## config.mk

```make
export PLATFORM = sky130hd
export DESIGN_NAME = instruction_fetch_flat
export DESIGN_NICKNAME = d
export VERILOG_FILES = /design/src/rtl/instruction_fetch_if.sv /design/src/rtl/instruction_fetch.sv /design/src/flat_wrapper.sv
export SDC_FILE = /design/constraint.sdc
export NUM_CORES = 1
export LEC_CHECK = 0
export CORE_MARGIN = 5
export CORE_UTILIZATION = 61
export DETAILED_ROUTE_END_ITERATION = 16
export PLACE_DENSITY = 0.85
export SLEW_MARGIN = 20
export SYNTH_ARGS = -nofsm -noshare
export SYNTH_HDL_FRONTEND = slang
export SYNTH_SLANG_ARGS = --single-unit
```

## constraint.sdc

```tcl
create_clock -name clkb -period 8.6 [get_ports clkb]
set_clock_uncertainty 0.15 [all_clocks]
set_input_delay 2.15 -clock clkb [delete_from_list [all_inputs] [get_ports clkb]]
set_output_delay 2.15 -clock clkb [all_outputs]
set_load 0.01 [all_outputs]
```

## src/rtl/instruction_fetch_if.sv

```systemverilog
// Instruction-fetch bundle: RAM read port B plus the decode-side handshake.
// master = fetch stage, slave = RAM/decode environment.
interface instruction_fetch_if #(
    parameter int ADDR_W = 10,
    parameter int DEPTH  = 4
);
    localparam int CNT_W = $clog2(DEPTH) + 1;

    logic              enb;
    logic [ADDR_W-1:0] addrb;
    logic [15:0]       dob;
    logic              redirect_valid;
    logic [ADDR_W-1:0] redirect_addr;
    logic              inst_valid;
    logic              inst_ready;
    logic [7:0]        inst_op;
    logic [7:0]        inst_regnum;
    logic [15:0]       inst_address_num;
    logic [ADDR_W-1:0] inst_pc;
    logic [CNT_W-1:0]  fifo_count;

    modport master (
        output enb, addrb,
        input  dob,
        input  redirect_valid, redirect_addr,
        output inst_valid,
        input  inst_ready,
        output inst_op, inst_regnum, inst_address_num, inst_pc,
        output fifo_count
    );

    modport slave (
        input  enb, addrb,
        output dob,
        output redirect_valid, redirect_addr,
        input  inst_valid,
        output inst_ready,
        input  inst_op, inst_regnum, inst_address_num, inst_pc,
        input  fifo_count
    );
endinterface

```

## src/rtl/instruction_fetch.sv

```systemverilog
// Prefetch stage: pairs 16-bit RAM words into {op,regnum,address_num}
// instructions and queues them for decode; redirect flushes everything.
module instruction_fetch #(
    parameter int                ADDR_W   = 10,
    parameter int                DEPTH    = 4,
    parameter logic [ADDR_W-1:0] RESET_PC = '0
) (
    input logic                 clkb,
    input logic                 rst,
    instruction_fetch_if.master fetch
);
    localparam int PTR_W = $clog2(DEPTH);
    localparam int CNT_W = PTR_W + 1;

    typedef struct packed {
        logic [ADDR_W-1:0] pc;
        logic [7:0]        op;
        logic [7:0]        regnum;
        logic [15:0]       num;
    } entry_t;

    entry_t            r_fifo [DEPTH];
    logic [PTR_W-1:0]  r_head;
    logic [PTR_W-1:0]  r_tail;
    logic [CNT_W-1:0]  r_count;
    logic [ADDR_W-1:0] r_fetch_pc;
    logic              r_half;
    logic              r_resp_pending;
    logic              r_resp_half;
    logic [ADDR_W-1:0] r_resp_pc;
    logic [7:0]        r_w0_op;
    logic [7:0]        r_w0_regnum;
    logic [ADDR_W-1:0] r_w0_pc;

    logic              w_valid;
    logic              w_pop;
    logic              w_push;
    logic              w_redirect;
    logic              w_enb;
    logic              w_w1_resp;
    logic [CNT_W-1:0]  w_occ;
    entry_t            w_head;
    entry_t            w_new;

    always_comb begin
        w_valid    = (r_count != '0);
        w_pop      = w_valid & fetch.inst_ready;
        w_redirect = fetch.redirect_valid;
        w_w1_resp  = r_resp_pending & r_resp_half;
        w_push     = w_w1_resp & ~w_redirect;
        // Slot reserved by an issued word0 counts until its pair is pushed.
        w_occ = r_count - CNT_W'(w_pop) + CNT_W'(w_w1_resp);
        w_enb = rst & ~w_redirect
              & (r_half | (w_occ < CNT_W'(DEPTH)));
        w_head = r_fifo[r_head];
        w_new  = '{pc: r_w0_pc, op: r_w0_op,
                   regnum: r_w0_regnum, num: fetch.dob};
    end

    assign fetch.enb              = w_enb;
    assign fetch.addrb            = w_enb ? r_fetch_pc : '0;
    assign fetch.inst_valid       = w_valid;
    assign fetch.inst_op          = w_valid ? w_head.op : '0;
    assign fetch.inst_regnum      = w_valid ? w_head.regnum : '0;
    assign fetch.inst_address_num = w_valid ? w_head.num : '0;
    assign fetch.inst_pc          = w_valid ? w_head.pc : '0;
    assign fetch.fifo_count       = r_count;

    always_ff @(posedge clkb) begin
        if (!rst) begin
            r_fetch_pc     <= RESET_PC;
            r_half         <= 1'b0;
            r_resp_pending <= 1'b0;
            r_resp_half    <= 1'b0;
            r_resp_pc      <= '0;
            r_w0_op        <= '0;
            r_w0_regnum    <= '0;
            r_w0_pc        <= '0;
            r_head         <= '0;
            r_tail         <= '0;
            r_count        <= '0;
        end else begin
            // w_enb is 0 during a redirect, so this also kills its response.
            r_resp_pending <= w_enb;
            r_resp_half    <= r_half;
            r_resp_pc      <= r_fetch_pc;
            if (w_redirect) begin
                r_fetch_pc <= fetch.redirect_addr;
                r_half     <= 1'b0;
                r_head     <= '0;
                r_tail     <= '0;
                r_count    <= '0;
            end else begin
                if (w_enb) begin
                    r_fetch_pc <= r_fetch_pc + ADDR_W'(1);
                    r_half     <= ~r_half;
                end
                if (r_resp_pending && !r_resp_half) begin
                    r_w0_op     <= fetch.dob[15:8];
                    r_w0_regnum <= fetch.dob[7:0];
                    r_w0_pc     <= r_resp_pc;
                end
                if (w_push) r_tail <= r_tail + PTR_W'(1);
                if (w_pop) r_head <= r_head + PTR_W'(1);
                r_count <= r_count + CNT_W'(w_push) - CNT_W'(w_pop);
            end
        end
    end

    always_ff @(posedge clkb) begin
        if (w_push) r_fifo[r_tail] <= w_new;
    end
endmodule

```

## src/flat_wrapper.sv

```systemverilog
// flat-port wrapper written by rule: the top's interface ports become plain ports
module instruction_fetch_flat 
#(
    parameter int                ADDR_W   = 10,
    parameter int                DEPTH    = 4,
    parameter logic [ADDR_W-1:0] RESET_PC = '0
)
  (clkb, rst, fetch_enb, fetch_addrb, fetch_dob, fetch_redirect_valid, fetch_redirect_addr, fetch_inst_valid, fetch_inst_ready, fetch_inst_op, fetch_inst_regnum, fetch_inst_address_num, fetch_inst_pc, fetch_fifo_count);
  instruction_fetch_if #(.ADDR_W(ADDR_W), .DEPTH(DEPTH)) fetch_i ();
  input logic clkb;
  input logic rst;
  output wire logic [$bits(fetch_i.enb)-1:0] fetch_enb;
  output wire logic [$bits(fetch_i.addrb)-1:0] fetch_addrb;
  input wire logic [$bits(fetch_i.dob)-1:0] fetch_dob;
  input wire logic [$bits(fetch_i.redirect_valid)-1:0] fetch_redirect_valid;
  input wire logic [$bits(fetch_i.redirect_addr)-1:0] fetch_redirect_addr;
  output wire logic [$bits(fetch_i.inst_valid)-1:0] fetch_inst_valid;
  input wire logic [$bits(fetch_i.inst_ready)-1:0] fetch_inst_ready;
  output wire logic [$bits(fetch_i.inst_op)-1:0] fetch_inst_op;
  output wire logic [$bits(fetch_i.inst_regnum)-1:0] fetch_inst_regnum;
  output wire logic [$bits(fetch_i.inst_address_num)-1:0] fetch_inst_address_num;
  output wire logic [$bits(fetch_i.inst_pc)-1:0] fetch_inst_pc;
  output wire logic [$bits(fetch_i.fifo_count)-1:0] fetch_fifo_count;
  assign fetch_enb = fetch_i.enb;
  assign fetch_addrb = fetch_i.addrb;
  assign fetch_i.dob = fetch_dob;
  assign fetch_i.redirect_valid = fetch_redirect_valid;
  assign fetch_i.redirect_addr = fetch_redirect_addr;
  assign fetch_inst_valid = fetch_i.inst_valid;
  assign fetch_i.inst_ready = fetch_inst_ready;
  assign fetch_inst_op = fetch_i.inst_op;
  assign fetch_inst_regnum = fetch_i.inst_regnum;
  assign fetch_inst_address_num = fetch_i.inst_address_num;
  assign fetch_inst_pc = fetch_i.inst_pc;
  assign fetch_fifo_count = fetch_i.fifo_count;
  instruction_fetch #(.ADDR_W(ADDR_W), .DEPTH(DEPTH), .RESET_PC(RESET_PC)) u_core (.clkb(clkb), .rst(rst), .fetch(fetch_i));
endmodule
```

==> results of run 1 <==
[synthesized netlist by cell type]
master    count
and3_1        3
dfxtp_1      58
o211a_1       1
buf_6         1
nor2_2        1
nor2_1        7
buf_4         1
nand3_1       5
nor4_2        1
clkbuf_1     25
nor4bb_1      1
nor4_1        1
nor3_1        6
o21ai_0      10
fa_1          1
and2_1       70
nor4b_4       1
a21oi_1       9
and4b_4       1
nand4_1       2
xnor2_1      10
and4_1        1
mux4_2       42
a21boi_0     26
nor2b_1       1
a311oi_1      1
edfxtp_1    168
nand2_1      57
nor4_4        2
or3_1         1
xor2_1        3
ha_1          8
nor3b_1       1
inv_1         9
mux2i_1       1
buf_2         4
[cell type report]
cell class,instances,area (µm²)
sequential,226,6210
fill,803,3540
multi-input combinational,274,2420
timing repair buffer,91,898
clock buffer,27,568
tap,180,225
clock inverter,9,92.6
inverter,9,33.8
[where the power goes]
part / switching [mW] / internal, mW
registers: 0.0116 / 1.18
logic: 0.0327 / 0.0338
clock network: 0.374 / 0.524
[flip-flops by register name (all words and copies together), names as in the netlist, named ones only]
register / flops
u_core.r_head: 2
u_core.fetch.fifo_count: 3
u_core.r_resp_pc: 10
u_core.r_resp_half: 1
u_core.r_w0_regnum: 8
u_core.r_w0_pc: 10
u_core.r_fifo: 168
u_core.r_half: 1
u_core.r_resp_pending: 1
u_core.r_fetch_pc: 10
u_core.r_tail: 2
u_core.r_w0_op: 8
[critical path, delay by kind of cell]
| family | cells | cell delay, ps |
|---|---|---|
| simple gates | 4 | 1380 |
| buf+inv | 3 | 1050 |
| fa+ha+maj | 2 | 450 |
| compound gates | 1 | 400 |
[path summary, 6_finish.rpt]
kind	slack, ps	to	depth (start not counted)	startpoint
max	870	fetch_addrb[5]	10	fetch_inst_ready
max reg2reg	5560	u_core.r_fetch_pc[7]	10	u_core.fetch.fifo_count[0]
min reg2reg	300	u_core.r_w0_pc[3]	2	u_core.r_resp_pc[3]
min	300	u_core.r_w0_pc[3]	2	u_core.r_resp_pc[3]
[per-layer routing]
| layer | vias to the layer above | part of all wire | track usage |
|---|---|---|---|
| li1 | 2170 | - | - |
| met1 | 2373 | 0.40 | 0.269 |
| met2 | 154 | 0.53 | 0.374 |
| met3 | 26 | 0.056 | 0.0364 |
| met4 | 0 | 0.017 | 0.0489 |
| met5 | - | 0 | 0 |
[logic make-up after synthesis]
logic type / share of synthesized area
simple gates: 0.103
compound gates: 0.0352
mux: 0.109
fa+ha+maj: 0.0137
buf+inv: 0.0190
xor+xnor: 0.0130
flops: 0.707
==> flow_metrics.env, run 1 <==
export IMPL_cts_inserted_buffers=21
export IMPL_first_pass_iters=5
export IMPL_cts_tree="built"
export IMPL_io_pins=87
export IMPL_synthTopCellsByArea="edfxtp_1 57%, dfxtp_1 13%, mux4_2 11%, and2_1 5.0%, nand2_1 2.4%"
export IMPL_coreArea_mm2=0.0140
export IMPL_mostFrequentLayoutCells="168 x edfxtp_1, 86 x clkdlybuf4s50_1, 66 x and2_1"
export IMPL_rows=43
export IMPL_dpl_cell_area_mm2=0.00979
export IMPL_hold_viol=0
export IMPL_grt_pass1_vias=5147
export IMPL_die_area_mm2=0.0169
export IMPL_crit_required_ps=6300
export IMPL_drc_errors=0
export IMPL_yosysTopAreaCell="edfxtp_1"
export IMPL_ir_drop_uv=153
export IMPL_clk_latency_ps=480
export IMPL_n_antenna_cell=0
export IMPL_postCtsHoldBufs=0
export IMPL_htreeDepth=1
export IMPL_cts_buffer_depth=3
export IMPL_max_cap_violations=0
export IMPL_final_cells=816
export IMPL_cpPeakStageDelay_ps=740
export IMPL_cts_sinks=226
export IMPL_grt_pass1_wl_um=27300
export IMPL_synth_top_cell_area_share=0.575
export IMPL_clk_pin_slew_worst_paths_ps=60
export IMPL_antenna_left=0
export IMPL_wl_per_cell_um=20.9
export IMPL_place_gp_congestion=0.828
export IMPL_rsz0062_at_grt="false"
export IMPL_setup_ws_ps=867
export IMPL_synth_seq_cells=226
export IMPL_finalCoreUtilization=0.747
export IMPL_dr_first_iter_drc_count=359
export IMPL_cts_setup_buffers=0
export IMPL_start_kind="primary input"
export IMPL_final_setup_tns_ps=0
export IMPL_via_per_inst=5.79
export IMPL_cp_arrival_ps=5430
export IMPL_hold_path_class="reg2reg"
export IMPL_worstMarginPinSlew_ps=839
export IMPL_avgSynthCellArea_um2=16.3
export IMPL_initial_core_util=0.628
export IMPL_cp_cell_sequence="clkdlybuf4s50_1, and2_1, ha_1, inv_1, ha_1, and4b_4, o211a_1, nor3_1, and2_1, clkdlybuf4s50_1"
export IMPL_fin_crit_ps=7730
export IMPL_end_kind="output pin"
export IMPL_fmax_mhz=129
export IMPL_synth_fp_nets=579
export IMPL_grt_overflow=0
export IMPL_antenna_found_initial=0
export IMPL_slowest_stage="nor3_1"
export IMPL_die_x_um=130
export IMPL_path_max_fanout=11
export IMPL_finalPower_mw=2.15
export IMPL_die_h_um=130
export IMPL_yosysUniqueCellTypes=36
export IMPL_vias=4723
export IMPL_grt_total_usage=0.209
export IMPL_status="complete, no violations"
export IMPL_synth_seq_area_share=0.707
export IMPL_dpl_hpwl_um=9700
export IMPL_period_share=0.899
export IMPL_drv_slew=0
export IMPL_synthesis_area_mm2=0.00878
export IMPL_drive_gt1_frac=0.143
export IMPL_setup_viol=0
export IMPL_dp_cells=780
export IMPL_worstSetupPathType="in2out"
export IMPL_area_growth_pct=19.0
export IMPL_syn_inst=540
export IMPL_cts_repair_resized=0
export IMPL_place_port_buffers=86
export IMPL_wl_um=17000
export IMPL_cts_root_buffer="clkbuf_16"
export IMPL_whs_ps=295
export IMPL_final_nets=662
export IMPL_dpl_worst_slack_ps=847
export IMPL_p_leak_nw=3.36
export IMPL_max_slew_margin_rel=0.441
export IMPL_grt_max_degree=50
export IMPL_final_common_cell="edfxtp_1"
export IMPL_yosys_warnings=0
export IMPL_powerDensity_mw_per_mm2=206
export IMPL_fin_area_mm2=0.0105
Note: power is estimated with default switching activity, not from simulation.
==> run 2: changes to the inputs <==
PLACE_DENSITY = 0.82   (was 0.85)
==> run 2 against run 1 <==
  * Combinational power increased by 1%
  * Via count rose by 2.0%
  * Clock power increased by 15%
  * Fmax fell by 0.59%
  * Cell count grew 1.1%
  * Critical path depth did not move
  * Hold slack improved by 11 ps
  * Global-route usage rose by 1.1 points
  * Non-clock buffer count increased by 4
  * Worst setup slack got worse by 46 ps
==> flow_metrics.env, run 2 (same netlist as run 1, synthesis figures left out) <==
export IMPL_final_nets=668
export IMPL_period_share=0.905
export IMPL_drc_errors=0
export IMPL_r2r_end="u_core.r_fetch_pc[7]"
export IMPL_area_growth_pct=21.0
export IMPL_dr_first_iter_drc_count=372
export IMPL_fin_crit_ps=7780
export IMPL_grt_overflow=0
export IMPL_place_gp_congestion=0.820
export IMPL_grt_pass1_wl_um=28500
export IMPL_initial_core_util=0.628
export IMPL_hold_path_class="reg2reg"
export IMPL_path_max_fanout=11
export IMPL_antenna_left=0
export IMPL_dpl_hpwl_um=10400
export IMPL_rsz0062_at_grt="false"
export IMPL_ir_drop_uv=152
export IMPL_hold_start="u_core.r_resp_pc[3]"
export IMPL_grt_total_usage=0.220
export IMPL_cts_root_buffer="clkbuf_16"
export IMPL_cts_repair_resized=0
export IMPL_clk_latency_ps=490
export IMPL_cp_cell_sequence="clkdlybuf4s50_1, and2_1, ha_1, inv_1, ha_1, and4b_4, o211a_1, nor3_1, and2_1, clkdlybuf4s50_1"
export IMPL_postCtsHoldBufs=0
export IMPL_io_pins=87
export IMPL_clk_pin_slew_worst_paths_ps=60
export IMPL_cts_sinks=226
export IMPL_mostFrequentLayoutCells="168 x edfxtp_1, 86 x clkdlybuf4s50_1, 66 x and2_1"
export IMPL_start_kind="primary input"
export IMPL_first_pass_iters=5
export IMPL_reg2reg_depth=10
export IMPL_cts_inserted_buffers=23
export IMPL_max_cap_violations=0
export IMPL_die_area_mm2=0.0169
export IMPL_worstMarginPinSlew_ps=870
export IMPL_worstSetupPathType="in2out"
export IMPL_max_slew_margin_rel=0.416
export IMPL_wl_per_cell_um=21.5
export IMPL_fill_cells=801
export IMPL_r2r_start="u_core.fetch.fifo_count[0]"
export IMPL_multi_input_area_mm2=0.00241
export IMPL_regArea_mm2=0.00621
export IMPL_finalPower_mw=2.29
export IMPL_grt_pass1_vias=5149
export IMPL_antenna_found_initial=0
export IMPL_drv_slew=0
export IMPL_path_buf_inv=3
export IMPL_drive_gt1_frac=0.160
export IMPL_p_leak_nw=3.45
export IMPL_cts_setup_buffers=0
export IMPL_coreArea_mm2=0.0140
export IMPL_vias=4816
export IMPL_status="complete, no violations"
export IMPL_fmax_mhz=129
export IMPL_cts_buffer_depth=3
export IMPL_rows=43
export IMPL_grt_max_degree=50
export IMPL_powerDensity_mw_per_mm2=216
export IMPL_place_port_buffers=86
export IMPL_largest_reg_flops=168
export IMPL_wl_um=17700
export IMPL_die_x_um=130
export IMPL_cpPeakStageDelay_ps=790
export IMPL_regMostFlops="u_core.r_fifo"
export IMPL_crit_cells=10
export IMPL_reg2reg_slack_ps=5530
export IMPL_final_common_cell="edfxtp_1"
export IMPL_n_antenna_cell=0
export IMPL_hold_viol=0
export IMPL_crit_required_ps=6300
export IMPL_holdPathStages=2
export IMPL_via_per_inst=5.84
export IMPL_cp_arrival_ps=5480
export IMPL_cts_tree="built"
export IMPL_die_h_um=130
export IMPL_crit_family="simple AND/OR/NAND/NOR gates"
export IMPL_slowest_stage="nor3_1"
export IMPL_final_setup_tns_ps=0
export IMPL_min_to="u_core.r_w0_pc[3]"
export IMPL_htreeDepth=1
export IMPL_setup_viol=0
export IMPL_end_kind="output pin"
==> run 2: cell types whose count changed in the layout (fill, tap and decap cells not counted), sizes merged <==
cell / previous run / this run
clkinvlp: 0 / 1
buf: 5 / 9
bufinv: 2 / 3
clkinv: 7 / 6
clkbuf: 27 / 30
inv: 9 / 10
==> run 2: per-layer routing <==
metal  part of all wire  up-vias  global-route usage
met5                  0        -                   0
met4              0.024        0              0.0587
met3              0.058       36              0.0397
met2               0.53      165               0.385
met1               0.39     2436               0.288
li1                   -     2179                   -
==> run 2: worst max-delay path by stage <==
stage	start	slack, ps	to
after global placement	fetch_inst_ready	1030	fetch_addrb[4]
final	fetch_inst_ready	820	fetch_addrb[5]
after floorplan	fetch_inst_ready	2400	fetch_addrb[0]
after CTS	fetch_inst_ready	820	fetch_addrb[8]
after global routing	fetch_inst_ready	570	fetch_addrb[9]
after detailed placement	fetch_inst_ready	830	fetch_addrb[8]
==> run 2: final cells by class <==
| type | instances | area share |
|---|---|---|
| clock buffer | 30 | 0.0624 |
| clock inverter | 11 | 0.0139 |
| inverter | 9 | 0.00318 |
| multi-input combinational | 274 | 0.227 |
| sequential | 226 | 0.585 |
| tap | 180 | 0.0212 |
| timing repair buffer | 95 | 0.0874 |
==> run 2: per-stage QoR <==
stage	setup WS, ps	util	cell area (µm²)	hold WS (ps)	std cells
final	821	0.759	10600	306	825
after global routing	574	0.759	10600	339	825
after CTS	824	0.759	10600	313	825
after detailed placement	833	0.701	9810	294	784
after global placement	1030	0.701	9810	279	784
after floorplan	2400	-	8780	276	540
==> run 2: where the power goes <==
group	leakage [nW]	switching [mW]	total (mW)	internal, mW
Sequential	1.96	0.0123	1.19	1.18
Combinational	1.08	0.0334	0.0675	0.0341
Clock	0.400	0.398	1.03	0.637
==> run 2: worst min-delay path: stages (launching register included) <==
cell	delay [ps]
dfxtp_1	300
nand2_1	40
a21boi_0	70
==> run 3: changes to the inputs <==
CORE_UTILIZATION = 57   (was 61)
PLACE_DENSITY = 0.77   (was 0.82)
clock period = 7.9 ns   (was 8.6 ns; I/O delays follow)
==> run 3 against run 2 <==
  * Register-to-register slack got worse by 630 ps
  * Largest cell class unchanged
  * Global-route usage fell by 3.5 points
  * Largest power group unchanged
  * Die area rose by 6.5%
  * Combinational power rose by 6.8%
  * Flip-flop and latch count did not move
==> flow_metrics.env, run 3 (same netlist as run 1, synthesis figures left out) <==
export IMPL_dpl_hpwl_um=9500
export IMPL_postCtsHoldBufs=0
export IMPL_final_common_cell="edfxtp_1"
export IMPL_vias=4664
export IMPL_mostFrequentLayoutCells="168 x edfxtp_1, 86 x clkdlybuf4s50_1, 66 x and2_1"
export IMPL_fill_cells=970
export IMPL_grt_overflow=0
export IMPL_cts_root_buffer="clkbuf_16"
export IMPL_p_leak_nw=3.42
export IMPL_critPathLaunch="fetch_inst_ready"
export IMPL_grt_total_usage=0.185
export IMPL_powerDensity_mw_per_mm2=227
export IMPL_worstMarginPinSlew_ps=841
export IMPL_cts_setup_buffers=0
export IMPL_wl_per_cell_um=19.5
export IMPL_largest_reg_flops=168
export IMPL_p_int_mw=1.94
export IMPL_dr_first_iter_drc_count=341
export IMPL_rsz0062_at_grt="false"
export IMPL_hold_viol=0
export IMPL_fmax_mhz=143
export IMPL_cts_buffer_depth=3
export IMPL_via_per_inst=5.60
export IMPL_end_kind="output pin"
export IMPL_cp_arrival_ps=4860
export IMPL_r2r_start="u_core.fetch.fifo_count[0]"
export IMPL_cts_inserted_buffers=22
export IMPL_max_cap_violations=0
export IMPL_fin_crit_ps=6990
export IMPL_wl_um=16300
export IMPL_clk_pin_slew_worst_paths_ps=60
export IMPL_htreeDepth=1
export IMPL_clk_latency_ps=490
export IMPL_setup_viol=0
export IMPL_place_gp_congestion=0.820
export IMPL_status="complete, no violations"
export IMPL_antenna_left=0
export IMPL_antenna_found_initial=0
export IMPL_initial_core_util=0.580
export IMPL_final_nets=668
export IMPL_die_area_mm2=0.0180
export IMPL_grt_pass1_wl_um=26400
export IMPL_grt_pass1_vias=5025
export IMPL_io_pins=87
export IMPL_drv_slew=0
export IMPL_regMostFlops="u_core.r_fifo"
export IMPL_ir_drop_uv=129
export IMPL_hold_path_class="reg2reg"
export IMPL_die_x_um=134
export IMPL_power_frac_clock=0.430
export IMPL_multi_input_area_mm2=0.00242
export IMPL_place_port_buffers=86
export IMPL_first_pass_iters=5
export IMPL_cts_repair_resized=0
export IMPL_cts_tree="built"
export IMPL_regArea_mm2=0.00621
export IMPL_path_max_fanout=11
export IMPL_comb_power_share=0.030
export IMPL_worstSetupPathType="in2out"
export IMPL_coreArea_mm2=0.0151
export IMPL_max_slew_margin_rel=0.439
export IMPL_cts_sinks=226
export IMPL_rows=45
export IMPL_p_sw_frac=0.190
export IMPL_crit_required_ps=5780
export IMPL_drive_gt1_frac=0.153
export IMPL_grt_max_degree=50
export IMPL_p_sw_mw=0.456
export IMPL_n_antenna_cell=0
export IMPL_drc_errors=0
export IMPL_final_setup_tns_ps=0
export IMPL_hold_start="u_core.r_resp_pc[8]"
export IMPL_die_h_um=134
export IMPL_dpl_cell_area_mm2=0.00983
export IMPL_period_share=0.884
export IMPL_fin_area_mm2=0.0106
export IMPL_start_kind="primary input"
export IMPL_area_growth_pct=20.4
export IMPL_p_seq_frac=0.540
==> run 3: metal layers <==
| metal | track usage | up-vias | wire (µm) |
|---|---|---|---|
| met4 | 0.0413 | 0 | 193 |
| met1 | 0.252 | 2337 | 6890 |
| met3 | 0.0364 | 19 | 937 |
| met2 | 0.315 | 131 | 8260 |
| li1 | - | 2177 | - |
| met5 | 0 | - | 0 |
==> run 3: metrics by stage <==
step	util	hold slack, ps	setup slack [ps]	instances	power [mW]
2_1_floorplan	-	276	2050	540	1.35
3_3_place_gp	0.649	281	1010	793	1.39
3_5_place_dp	0.649	293	939	793	1.39
4_1_cts	0.698	302	912	833	2.42
5_1_grt	0.698	315	747	833	2.48
6_report	0.698	297	915	833	2.40
==> run 3: worst paths after layout <==
kind | end | slack [ps] | depth (start not counted)
max | fetch_addrb[4] | 910 | 11
min | u_core.r_w0_pc[8] | 300 | 2
max reg2reg | u_core.r_fetch_pc[7] | 4900 | 10
min reg2reg | u_core.r_w0_pc[8] | 300 | 2
==> run 3: power by group through the flow <==
| stage | Clock, mW | Combinational, mW | Sequential [mW] |
|---|---|---|---|
| after floorplan | 0 | 0.0347 | 1.31 |
| after global routing | 1.10 | 0.0797 | 1.29 |
| after detailed placement | 0 | 0.0723 | 1.32 |
| after CTS | 1.05 | 0.0731 | 1.29 |
| final | 1.03 | 0.0721 | 1.29 |
| after global placement | 0 | 0.0705 | 1.32 |
==> run 3: area by class of cell <==
class                           count  area share
Clock buffer                       32      0.0636
Clock inverter                      8     0.00592
Inverter                            9     0.00320
Multi-Input combinational cell    274       0.229
Sequential cell                   226       0.588
Tap cell                          188      0.0223
Timing Repair Buffer               96      0.0886
==> run 3: worst max-delay path, cell delays in order <==
cell and delay, ps:
clkdlybuf4s50_1 450, and2_1 180, ha_1 170, inv_1 70, ha_1 280, and4b_4 210
o211a_1 390, nor3_1 260, buf_4 190, and2_1 140, clkdlybuf4s50_1 540
